==> src/rtl/sd_spi_cmd_resp_if.sv <==
// Command/response handshake between the SD init/read controller (master)
// and the SPI command engine (slave).
interface sd_spi_cmd_resp_if;
   logic [5:0]  index;
   logic [31:0] argument;
   logic        start;
   logic        busy;
   logic        finish;
   logic        timeout;
   logic [39:0] response;

   modport master (
      output index, argument, start,
      input  busy, finish, timeout, response
   );

   modport slave (
      input  index, argument, start,
      output busy, finish, timeout, response
   );
endinterface

==> src/rtl/sd_spi_cmd_resp.sv <==
// SPI-mode SD command engine: sends one 48-bit command frame on DI and captures the R1/R3/R7 reply from DO.
// SD_CRC7_EN: when defined, CRC7 is generated serially; otherwise a fixed CMD0/CMD8 table is used.
//
// state  | meaning
// IDLE   | waiting for start; DI high
// PRE    | PRE_IDLE clocks of DI high before the frame
// SEND   | 48 frame bits, MSB first
// WAIT   | DI high, hunting DO for the response start bit
// RECV   | shifting in the rest of the response
// DONE   | finish high until start drops
module sd_spi_cmd_resp #(
   parameter int PRE_IDLE     = 8,
   parameter int RESP_TIMEOUT = 100
) (
   input  logic               clk,
   input  logic               reset_n,
   sd_spi_cmd_resp_if.slave   cmd,
   output logic               DI,
   input  logic               DO
);

   localparam logic [2:0] S_IDLE = 3'd0;
   localparam logic [2:0] S_PRE  = 3'd1;
   localparam logic [2:0] S_SEND = 3'd2;
   localparam logic [2:0] S_WAIT = 3'd3;
   localparam logic [2:0] S_RECV = 3'd4;
   localparam logic [2:0] S_DONE = 3'd5;

   localparam int CNT_W = $clog2(RESP_TIMEOUT + PRE_IDLE + 48);

   logic [2:0]       state_q, state_d;
   logic [CNT_W-1:0] cnt_q, cnt_d;
   logic [39:0]      tx_q, tx_d;
   logic [6:0]       crc_q, crc_d;
   logic             long_q, long_d;
   logic [39:0]      shift_q, shift_d;
   logic [39:0]      resp_q, resp_d;
   logic             timeout_q, timeout_d;
   logic             send_bit;

`ifdef SD_CRC7_EN
   function automatic logic [6:0] crc7_step(input logic [6:0] crc, input logic din);
      logic fb;
      fb = din ^ crc[6];
      return {crc[5:0], 1'b0} ^ (fb ? 7'h09 : 7'h00);
   endfunction
`else
   function automatic logic [6:0] crc7_table(input logic [5:0] idx);
      case (idx)
         6'd0:    return 7'h4A;
         6'd8:    return 7'h43;
         default: return 7'h7F;
      endcase
   endfunction
`endif

   always_comb begin
      state_d   = state_q;
      cnt_d     = cnt_q;
      tx_d      = tx_q;
      crc_d     = crc_q;
      long_d    = long_q;
      shift_d   = shift_q;
      resp_d    = resp_q;
      timeout_d = timeout_q;
      case (state_q)
         S_IDLE: begin
            if (cmd.start) begin
               tx_d      = {2'b01, cmd.index, cmd.argument};
               long_d    = (cmd.index == 6'd8) || (cmd.index == 6'd58);
`ifdef SD_CRC7_EN
               crc_d     = 7'h00;
`else
               crc_d     = crc7_table(cmd.index);
`endif
               resp_d    = '1;
               timeout_d = 1'b0;
               cnt_d     = CNT_W'(PRE_IDLE - 1);
               state_d   = S_PRE;
            end
         end
         S_PRE: begin
            if (cnt_q == '0) begin
               cnt_d   = CNT_W'(47);
               state_d = S_SEND;
            end else begin
               cnt_d = cnt_q - 1'b1;
            end
         end
         S_SEND: begin
            // header bits feed the CRC as they leave; then the CRC itself shifts out
            if (cnt_q >= CNT_W'(8)) begin
               tx_d = {tx_q[38:0], 1'b1};
`ifdef SD_CRC7_EN
               crc_d = crc7_step(crc_q, tx_q[39]);
`endif
            end else if (cnt_q != '0) begin
               crc_d = {crc_q[5:0], 1'b1};
            end
            if (cnt_q == '0) begin
               cnt_d   = CNT_W'(RESP_TIMEOUT - 1);
               state_d = S_WAIT;
            end else begin
               cnt_d = cnt_q - 1'b1;
            end
         end
         S_WAIT: begin
            if (!DO) begin
               shift_d = {shift_q[38:0], DO};
               cnt_d   = long_q ? CNT_W'(38) : CNT_W'(6);
               state_d = S_RECV;
            end else if (cnt_q == '0) begin
               timeout_d = 1'b1;
               state_d   = S_DONE;
            end else begin
               cnt_d = cnt_q - 1'b1;
            end
         end
         S_RECV: begin
            shift_d = {shift_q[38:0], DO};
            if (cnt_q == '0) begin
               resp_d  = long_q ? shift_d : {32'hFFFF_FFFF, shift_d[7:0]};
               state_d = S_DONE;
            end else begin
               cnt_d = cnt_q - 1'b1;
            end
         end
         S_DONE: begin
            if (!cmd.start) state_d = S_IDLE;
         end
         default: state_d = S_IDLE;
      endcase
   end

   always_ff @(posedge clk or negedge reset_n) begin
      if (!reset_n) begin
         state_q   <= S_IDLE;
         cnt_q     <= '0;
         tx_q      <= '1;
         crc_q     <= '1;
         long_q    <= 1'b0;
         shift_q   <= '1;
         resp_q    <= '1;
         timeout_q <= 1'b0;
      end else begin
         state_q   <= state_d;
         cnt_q     <= cnt_d;
         tx_q      <= tx_d;
         crc_q     <= crc_d;
         long_q    <= long_d;
         shift_q   <= shift_d;
         resp_q    <= resp_d;
         timeout_q <= timeout_d;
      end
   end

   always_comb begin
      send_bit = 1'b1;
      if (cnt_q >= CNT_W'(8))  send_bit = tx_q[39];
      else if (cnt_q != '0)    send_bit = crc_q[6];
   end

   // DI is decoded from state so an async reset forces it high without a clock
   assign DI           = (state_q == S_SEND) ? send_bit : 1'b1;
   assign cmd.busy     = (state_q == S_PRE) || (state_q == S_SEND) ||
                         (state_q == S_WAIT) || (state_q == S_RECV);
   assign cmd.finish   = (state_q == S_DONE);
   assign cmd.timeout  = timeout_q;
   assign cmd.response = resp_q;

endmodule

==> src/flat_wrapper.sv <==
// flat-port wrapper written by rule: the top's interface ports become plain ports
module sd_spi_cmd_resp_flat 
#(
   parameter int PRE_IDLE     = 8,
   parameter int RESP_TIMEOUT = 100
)
  (clk, reset_n, DI, DO, cmd_index, cmd_argument, cmd_start, cmd_busy, cmd_finish, cmd_timeout, cmd_response);
  sd_spi_cmd_resp_if cmd_i ();
  input  logic clk;
  input  logic reset_n;
  output logic DI;
  input  logic DO;
  input wire logic [$bits(cmd_i.index)-1:0] cmd_index;
  input wire logic [$bits(cmd_i.argument)-1:0] cmd_argument;
  input wire logic [$bits(cmd_i.start)-1:0] cmd_start;
  output wire logic [$bits(cmd_i.busy)-1:0] cmd_busy;
  output wire logic [$bits(cmd_i.finish)-1:0] cmd_finish;
  output wire logic [$bits(cmd_i.timeout)-1:0] cmd_timeout;
  output wire logic [$bits(cmd_i.response)-1:0] cmd_response;
  assign cmd_i.index = cmd_index;
  assign cmd_i.argument = cmd_argument;
  assign cmd_i.start = cmd_start;
  assign cmd_busy = cmd_i.busy;
  assign cmd_finish = cmd_i.finish;
  assign cmd_timeout = cmd_i.timeout;
  assign cmd_response = cmd_i.response;
  sd_spi_cmd_resp #(.PRE_IDLE(PRE_IDLE), .RESP_TIMEOUT(RESP_TIMEOUT)) u_core (.clk(clk), .reset_n(reset_n), .cmd(cmd_i), .DI(DI), .DO(DO));
endmodule
==> config.mk <==
export PLATFORM = sky130hd
export DESIGN_NAME = sd_spi_cmd_resp_flat
export DESIGN_NICKNAME = d
export VERILOG_FILES = /design/src/rtl/sd_spi_cmd_resp_if.sv /design/src/rtl/sd_spi_cmd_resp.sv /design/src/flat_wrapper.sv
export SDC_FILE = /design/constraint.sdc
export NUM_CORES = 1
export LEC_CHECK = 0
export CAP_MARGIN = 40
export CORE_ASPECT_RATIO = 1.4
export CORE_MARGIN = 3
export CORE_UTILIZATION = 55
export DETAILED_ROUTE_END_ITERATION = 16
export HOLD_SLACK_MARGIN = 0.05
export PLACE_DENSITY = 0.87
export SYNTH_ARGS = -nofsm -noshare
export SYNTH_HDL_FRONTEND = slang
export SYNTH_SLANG_ARGS = --single-unit
==> constraint.sdc <==
create_clock -name clk -period 2.5 [get_ports clk]
set_input_delay 0.375 -clock clk [delete_from_list [all_inputs] [get_ports clk]]
set_output_delay 0.375 -clock clk [all_outputs]
set_load 0.01 [all_outputs]
After elaboration in Yosys (flattened, before gate mapping)
Cells that the tools add are included.
- register bits: 139
- input port bits: 42
- output and inout bits: 44
- word-level logic and storage cells: 84
- add/sub/neg operators: 1
- order comparisons: 1
- equal/unequal tests: 18
- mux-type cells: 35
- reduce and logical (&&, ||, !) cells: 21
- operators with widths (cell ; number):
    2-to-1 mux 40 bit ; 5
    one-hot mux 40 bit (2 select lines) ; 2
    one-hot mux 39 bit (2 select lines) ; 1
    2-to-1 mux 8 bit ; 5
    one-hot mux 8 bit (5 select lines) ; 1
    2-to-1 mux 39 bit ; 1
    2-to-1 mux 7 bit ; 3
    2-to-1 mux 3 bit ; 6
    one-hot mux 3 bit (6 select lines) ; 1
    one-hot mux 7 bit (2 select lines) ; 1
    != test 2 x 1 -> 1 bit (second input constant) ; 6
    one-hot mux 6 bit (2 select lines) ; 1
    AND reduction 4 bit ; 3
    != test 2 bit (second input constant) ; 5
    greater-or-equal comparator 8 x 4 -> 1 bit (second input constant) ; 1
    logical NOT 8 bit ; 1
    nonzero test 2 bit ; 4
    nonzero test 8 bit ; 1
    subtractor 8 x 1 -> 8 bit (second input constant) ; 1
    == test 3 x 2 -> 1 bit (second input constant) ; 2
    == test 3 bit (second input constant) ; 2
    == test 6 x 4 -> 1 bit (second input constant) ; 1
    == test 6 bit (second input constant) ; 1
    logical NOT 6 bit ; 1
    9 further kinds ; 20

Logic depth before layout (Yosys ltp)
Gate-level depths: netlist of run 1.
- word-level depth: 4
- gate-level depth with buffers: 12
- gate-level depth less buffers: 11

Least setup slack after synthesis of run 1
No wires, ideal clock.
- path type: flip-flop to flip-flop
- start: reg u_core.cnt_q[0]
- end: reg u_core.cnt_q[0]
- arrival time: 1.944 ns
- path slack: 0.478 ns
- cell stages (with the launch flop): 13
- clock period less this slack: 2.022 ns
- path through: dfrtp_1 > inv_1 > ha_1 > nor3b_1 > and2_1 > inv_1 > clkbuf_1 > ha_1 > nor2b_1 > o21a_1 > a21oi_1 > o22ai_1 > a21oi_1
- word-level cells in the longest chain between the ends: 4
- elaborated cells between the ends (all ways): 7
- those cells by class: 1 x add/sub; 5 x mux; 1 x reduce/logical
- RTL lines (what ; line ; text):
    start: declaration ; sd_spi_cmd_resp.sv:32 ; logic [CNT_W-1:0] cnt_q, cnt_d;
    start signal: assignment ; sd_spi_cmd_resp.sv:147 ; cnt_q <= cnt_d;
    subtractor 8 x 1 -> 8 bit or logical NOT 8 bit (tied branches) ; - ;
    2-to-1 mux 8 bit ; sd_spi_cmd_resp.sv:112, sd_spi_cmd_resp.sv:121 ;
    2-to-1 mux 8 bit ; sd_spi_cmd_resp.sv:108 ; if (!DO) begin
    one-hot mux 8 bit (5 select lines) (*) ; sd_spi_cmd_resp.sv:66 ; case (state_q)
Mark *: on every way between the ends. The rest lies on a longest branch, timed or not.
A chain may end at the register's enable or synchronous reset.

Worst setup path after layout of run 1
- start: reg u_core.state_q[0]
- end: out cmd_busy
- word-level cells in the longest chain between the ends: 4
- elaborated cells between the ends (all ways): 7
- those cells by class: 4 x eq/ne; 3 x reduce/logical
- RTL lines (what ; line ; text):
    start: declaration ; sd_spi_cmd_resp.sv:31 ; logic [2:0] state_q, state_d;
    start signal: assignment ; sd_spi_cmd_resp.sv:146 ; state_q <= state_d;
    == test 3 x 1 -> 1 bit or == test 3 x 2 -> 1 bit (tied branches) ; sd_spi_cmd_resp.sv:165 ; assign cmd.busy = (state_q == S_PRE) || (state_q == S_SEND) ||
    logical OR 1 bit (2 in a row) ; sd_spi_cmd_resp.sv:165 ;
    logical OR 1 bit (*) ; sd_spi_cmd_resp.sv:166 ; (state_q == S_WAIT) || (state_q == S_RECV);
    end: declaration ; flat_wrapper.sv:16 ; output wire logic [$bits(cmd_i.busy)-1:0] cmd_busy;
Marked as above.

==> flow_summary_export.csv, run 1 <==
group,metric,value,unit
finish,drive_gt1_frac,0.311,
power_and_ir_drop,total_power,8.02,mW
timing,hold_viol,0,
worst_hold_path,min_to,"u_core.cmd.response[15]",
critical_path,crit_arrival,2.06,ns
place,place_congestion,0.849,
timing,layout_setup_ws,0.0605,ns
floorplan,die_w,96.2,um
synthesis,synthDistinctLibCells,43,
timing,slew_headroom,0.583,
synthesis,ys_warn_count,0,
synthesis,async_flop_share,1.00,
synthesis,synth_top_cell_by_area,"dfstp_2",
place,dp.final_hpwl,9020,um
global_routing,grt_pass1_vias,4783,
finish,nets,760,
power_and_ir_drop,p_leak,3.51,nW
clock_network,clk_pin_slew_worst_paths,0.06,ns
power_and_ir_drop,p_per_area,1010,mW/mm^2
synthesis,avgSynthCellArea,9.94,um^2
global_routing,overflow,0,
floorplan,die_h,132,um
route,ant_nets,0,
critical_path,rr_endpoint,"u_core.cmd.response[25]",
critical_path,reg2reg_from,"u_core.cnt_q[0]",
outcome,status,"finished clean",
synthesis,synth_flop_cell,"dfstp_2",
place,io_buffers,85,
clock_network,cts_buffers,17,
floorplan,io_pins,86,
synthesis,syn_nets,676,
critical_path,worstRegToRegCells,9,
route,drcViolationCount,0,
timing,setup_viol,0,
clock_network,clock_latency,0.42,ns
global_routing,gr-usage-all-layers,0.222,
finish,final_common_cell,"dfstp_2",
synthesis,synth-edff-count,0,
clock_network,cts_tree,"yes",
timing,worst_slew_pin_slew,0.622,ns
place,place_inst,833,
critical_path,path_class,"flip-flop to primary output",
finish,finalNonFillerCells,867,
synthesis,yosysSeqAreaShare,0.580,
finish,final_util,0.725,
synthesis,syn-cell-area,0.00627,mm^2
critical_path,path_max_fanout,10,
worst_hold_path,hold_start,"u_core.cmd.response[15]",
route,viasPerCell,5.54,
finish,antenna_cells,0,
critical_path,crit_required,2.12,ns
global_routing,grt_pass1_wl,22200,um
timing,finalCritPeriodShare,0.976,
finish,finalInstanceArea,0.00796,mm^2
clock_network,cts-htree-levels,4,
critical_path,startpoint_type,"flip-flop",
timing,tns,0,ns
synthesis,synth-seq-cells,139,
timing,hold_ws,0.456,ns
power_and_ir_drop,ir_worst_vdd,659,uV
route,wl_per_cell,15.3,um
worst_hold_path,hold_path.class,"flip-flop to flip-flop",
critical_path,critical_path.startpoint,"u_core.state_q[0]",
synthesis,synth_area_leaders,"dfstp_2 (53%), mux2_2 (6.8%), nand2_1 (5.5%), dfrtp_1 (5.2%), a21oi_1 (4.1%)",
worst_hold_path,hold_depth,2,
global_routing,grt_max_degree,81,
synthesis,synth_top_area_frac,0.528,
floorplan,dieArea,0.0127,mm^2
global_routing,antenna_found_initial,0,
clock_network,cts.sinks,139,
critical_path,critical_path.endpoint_type,"primary output",
route,wirelength,13300,um
finish,synthToLayoutAreaGrowth,26.9,%
clock_network,cts_max_path_buffers,2,
timing,fmax,410,MHz
job,cap_violations,0,
timing,fin_skew,0.00995,ns
timing,finalCriticalPeriod,2.44,ns
place,pre_cts_ws,0.271,ns
synthesis,synthCells,631,
route,first_pass_iters,5,
timing,drv_slew,0,
floorplan,core_region_area,0.0110,mm^2
place,placed_area,0.00733,mm^2
finish,final_cell_mix,"dfstp_2 (126), nand2_1 (92), clkdlybuf4s50_1 (83), nor2_1 (54), a21oi_1 (50)",
critical_path,r2r_slack,0.44,ns
clock_network,clock-root-buffer,"clkbuf_16",
route,initialDrtViolationCount,266,
floorplan,initial_core_util,0.571,
route,dr_total_vias,4806,
floorplan,rows,45,
## cells by family (layout without fill, tap and decap cells)
logic type / after synthesis / after routing / synth area share
and+or+nand+nor: 224 / 224 / 0.155
DFF: 139 / 139 / 0.580
AOI/OAI and AO/OA: 133 / 133 / 0.129
buffers and inverters: 91 / 186 / 0.0577
muxes: 38 / 38 / 0.0682
adders and majority gates: 3 / 3 / 0.00599
xor gates and xnor gates: 3 / 3 / 0.00419
## worst max-delay path by stage
stage / endpoint
final: cmd_busy
after global routing: cmd_busy
after CTS: cmd_busy
after detailed placement: DI
after global placement: u_core.shift_q[16]
after floorplan: u_core.cnt_q[0]
## metal layers
layer	routed length (um)	part of all wire	vias up	GRT usage
met4	222	0.017	0	0.0839
met5	0	0	-	0
li1	-	-	2314	-
met1	5200	0.39	2349	0.269
met2	7240	0.55	120	0.375
met3	593	0.045	23	0.0543
## sequential cells by signal, summed over array words and instances (netlist names)
| register | flops |
|---|---|
| u_core.tx_q | 40 |
| u_core.crc_q | 7 |
| u_core.cmd.response | 40 |
| u_core.shift_q | 39 |
| u_core.cnt_q | 8 |
| u_core.long_q | 1 |
| u_core.cmd.timeout | 1 |
| u_core.state_q | 3 |
## area by class of cell
type	count	area [um^2]
Timing Repair Buffer	108	1070
Sequential cell	139	3640
Clock inverter	11	146
Inverter	48	180
Fill cell	783	3020
Clock buffer	19	443
Multi-Input combinational cell	401	2300
Tap cell	141	176
## critical path, stage by stage (launching register included)
cell,delay (ns)
dfrtp_4,0.52
or3_1,0.46
and2_1,0.18
clkdlybuf4s50_1,0.48
## Yosys cell counts, types with 4 or more instances
cell type and instances:
dfstp_2 126, nand2_1 92, nor2_1 55, a21oi_1 51, inv_1 48, nor3_1 45
a31oi_1 39, mux2_2 38, clkbuf_1 25, o21ai_0 19, buf_2 13, dfrtp_1 13
nand3_1 7, and2_1 5, nor2b_1 5, buf_1 4, o22a_1 4
## report_power, final
part	internal [mW]	switching, mW
Sequential	3.10	0.380
Clock	1.58	0.938
Combinational	0.928	1.09
## repair_timing
action | in CTS | in global routing
hold endpoints to repair | 8 | 0
setup endpoints to repair | 2 | 1
hold buffers | 1 | 0
gates cloned | 0 | 0
buffers inserted | 0 | 3
gates resized for setup | 5 | 2
(Power assumes the default switching activity.)
==> run 2, diff against run 1 <==
Settings changed: SLEW_MARGIN from default to 10.
==> results of run 2 <==
No change in the layout: final DEF, timing and power equal those of run 1.
==> run 3, diff against run 2 <==
Settings changed: SKIP_CTS_REPAIR_TIMING from default to 1.
==> flow_summary_export.csv, run 3 (synthesized netlist as in run 1, its figures left out) <==
group,metric,value,unit
clock_network,clock-root-buffer,"clkbuf_16",
clock_network,clk_pin_slew_worst_paths,0.06,ns
global_routing,grt_pass1_vias,4765,
finish,antenna_cells,0,
place,place_congestion,0.849,
global_routing,gr-usage-all-layers,0.222,
floorplan,die_w,96.2,um
power_and_ir_drop,p_per_area,1010,mW/mm^2
floorplan,io_pins,86,
place,place_inst,833,
floorplan,core_region_area,0.0110,mm^2
finish,drive_gt1_frac,0.310,
floorplan,rows,45,
finish,final_cell_mix,"dfstp_2 (126), nand2_1 (92), clkdlybuf4s50_1 (83), nor2_1 (54), a21oi_1 (50)",
timing,hold_viol,0,
timing,fin_skew,0.0108,ns
critical_path,startpoint_type,"flip-flop",
clock_network,cts-htree-levels,4,
clock_network,clock_latency,0.42,ns
route,viasPerCell,5.55,
global_routing,grt_pass1_wl,22200,um
critical_path,crit_required,2.12,ns
finish,synthToLayoutAreaGrowth,27.0,%
critical_path,rr_endpoint,"u_core.cmd.response[25]",
finish,finalNonFillerCells,867,
worst_hold_path,hold_path.class,"flip-flop to flip-flop",
clock_network,cts_max_path_buffers,2,
route,ant_nets,0,
clock_network,cts.sinks,139,
outcome,status,"finished clean",
critical_path,reg2reg_from,"u_core.cnt_q[0]",
global_routing,grt_max_degree,81,
finish,nets,760,
finish,multi_input_area,0.00230,mm^2
global_routing,antenna_found_initial,0,
critical_path,path_max_fanout,10,
worst_hold_path,hold_start,"u_core.cmd.response[15]",
power_and_ir_drop,ir_worst_vdd,653,uV
global_routing,overflow,0,
place,pre_cts_ws,0.271,ns
critical_path,path_class,"flip-flop to primary output",
place,io_buffers,85,
timing,finalCriticalPeriod,2.44,ns
route,first_pass_iters,7,
timing,slew_headroom,0.577,
place,dp.final_hpwl,9020,um
floorplan,initial_core_util,0.571,
timing,drv_slew,0,
job,cap_violations,0,
route,wirelength,13200,um
timing,fmax,410,MHz
clock_network,cts_buffers,17,
timing,setup_viol,0,
route,dr_total_vias,4816,
timing,finalCritPeriodShare,0.975,
power_and_ir_drop,p_leak,3.51,nW
critical_path,critical_path.endpoint_type,"primary output",
timing,worst_slew_pin_slew,0.632,ns
finish,final_common_cell,"dfstp_2",
timing,layout_setup_ws,0.0613,ns
finish,seq_area,0.00364,mm^2
worst_hold_path,min_to,"u_core.cmd.response[15]",
critical_path,r2r_slack,0.45,ns
route,initialDrtViolationCount,248,
critical_path,crit_arrival,2.06,ns
floorplan,dieArea,0.0127,mm^2
route,wl_per_cell,15.3,um
critical_path,worstRegToRegCells,9,
finish,nFillCells,783,
floorplan,die_h,132,um
route,drcViolationCount,0,
worst_hold_path,hold_depth,2,
clock_network,cts_tree,"yes",
==> run 3: metal layers <==
layer  routed length (um)  GRT usage  vias to the layer above
li1                     -          -                     2314
met1                 5180      0.268                     2353
met2                 7200      0.376                      124
met3                  599     0.0543                       25
met4                  253     0.0823                        0
met5                    0          0                        -
==> run 3: power by group <==
group / switching, mW / leakage (nW) / internal [mW]
sequential: 0.380 / 1.48 / 3.09
clock: 0.937 / 0.285 / 1.58
combinational: 1.09 / 1.75 / 0.928
total: 2.41 / 3.51 / 5.61
==> run 3: critical path: stages, from the launching register on <==
cell and delay, ns:
dfrtp_4 0.53, or3_1 0.46, and2_1 0.18, clkdlybuf4s50_1 0.48
==> run 3: worst max path at each step <==
stage                      start            endpoint  slack, ns  cells past startpoint
6_report       u_core.state_q[0]            cmd_busy       0.06                      3
5_1_grt        u_core.state_q[0]            cmd_busy     -0.002                      3
4_1_cts          u_core.cnt_q[5]                  DI      -0.18                      6
3_5_place_dp     u_core.cnt_q[5]                  DI       0.27                      6
3_3_place_gp                  DO  u_core.shift_q[16]       0.27                      4
2_1_floorplan    u_core.cnt_q[0]     u_core.cnt_q[0]       0.48                     12
==> run 3: layout make-up <==
class                      instances  share of cell area
clock buffer                      19              0.0556
clock inverter                    11              0.0184
inverter                          48              0.0226
multi-input combinational        401               0.289
sequential                       139               0.457
tap                              141              0.0222
timing repair buffer             108               0.135
==> run 3: through the flow <==
stage / hold WS [ns] / area, um^2 / power (mW) / utilization / setup TNS, ns
detailed placement: 0.385 / 7330 / 5.48 / 0.667 / 0
global route: 0.469 / 7960 / 8.46 / 0.725 / -0.00153
global placement: 0.383 / 7310 / 5.35 / 0.665 / 0
floorplan: 0.0794 / 6270 / 4.82 / - / 0
finish: 0.456 / 7960 / 8.01 / 0.725 / 0
CTS: -0.0576 / 7920 / 8.02 / 0.721 / -0.239
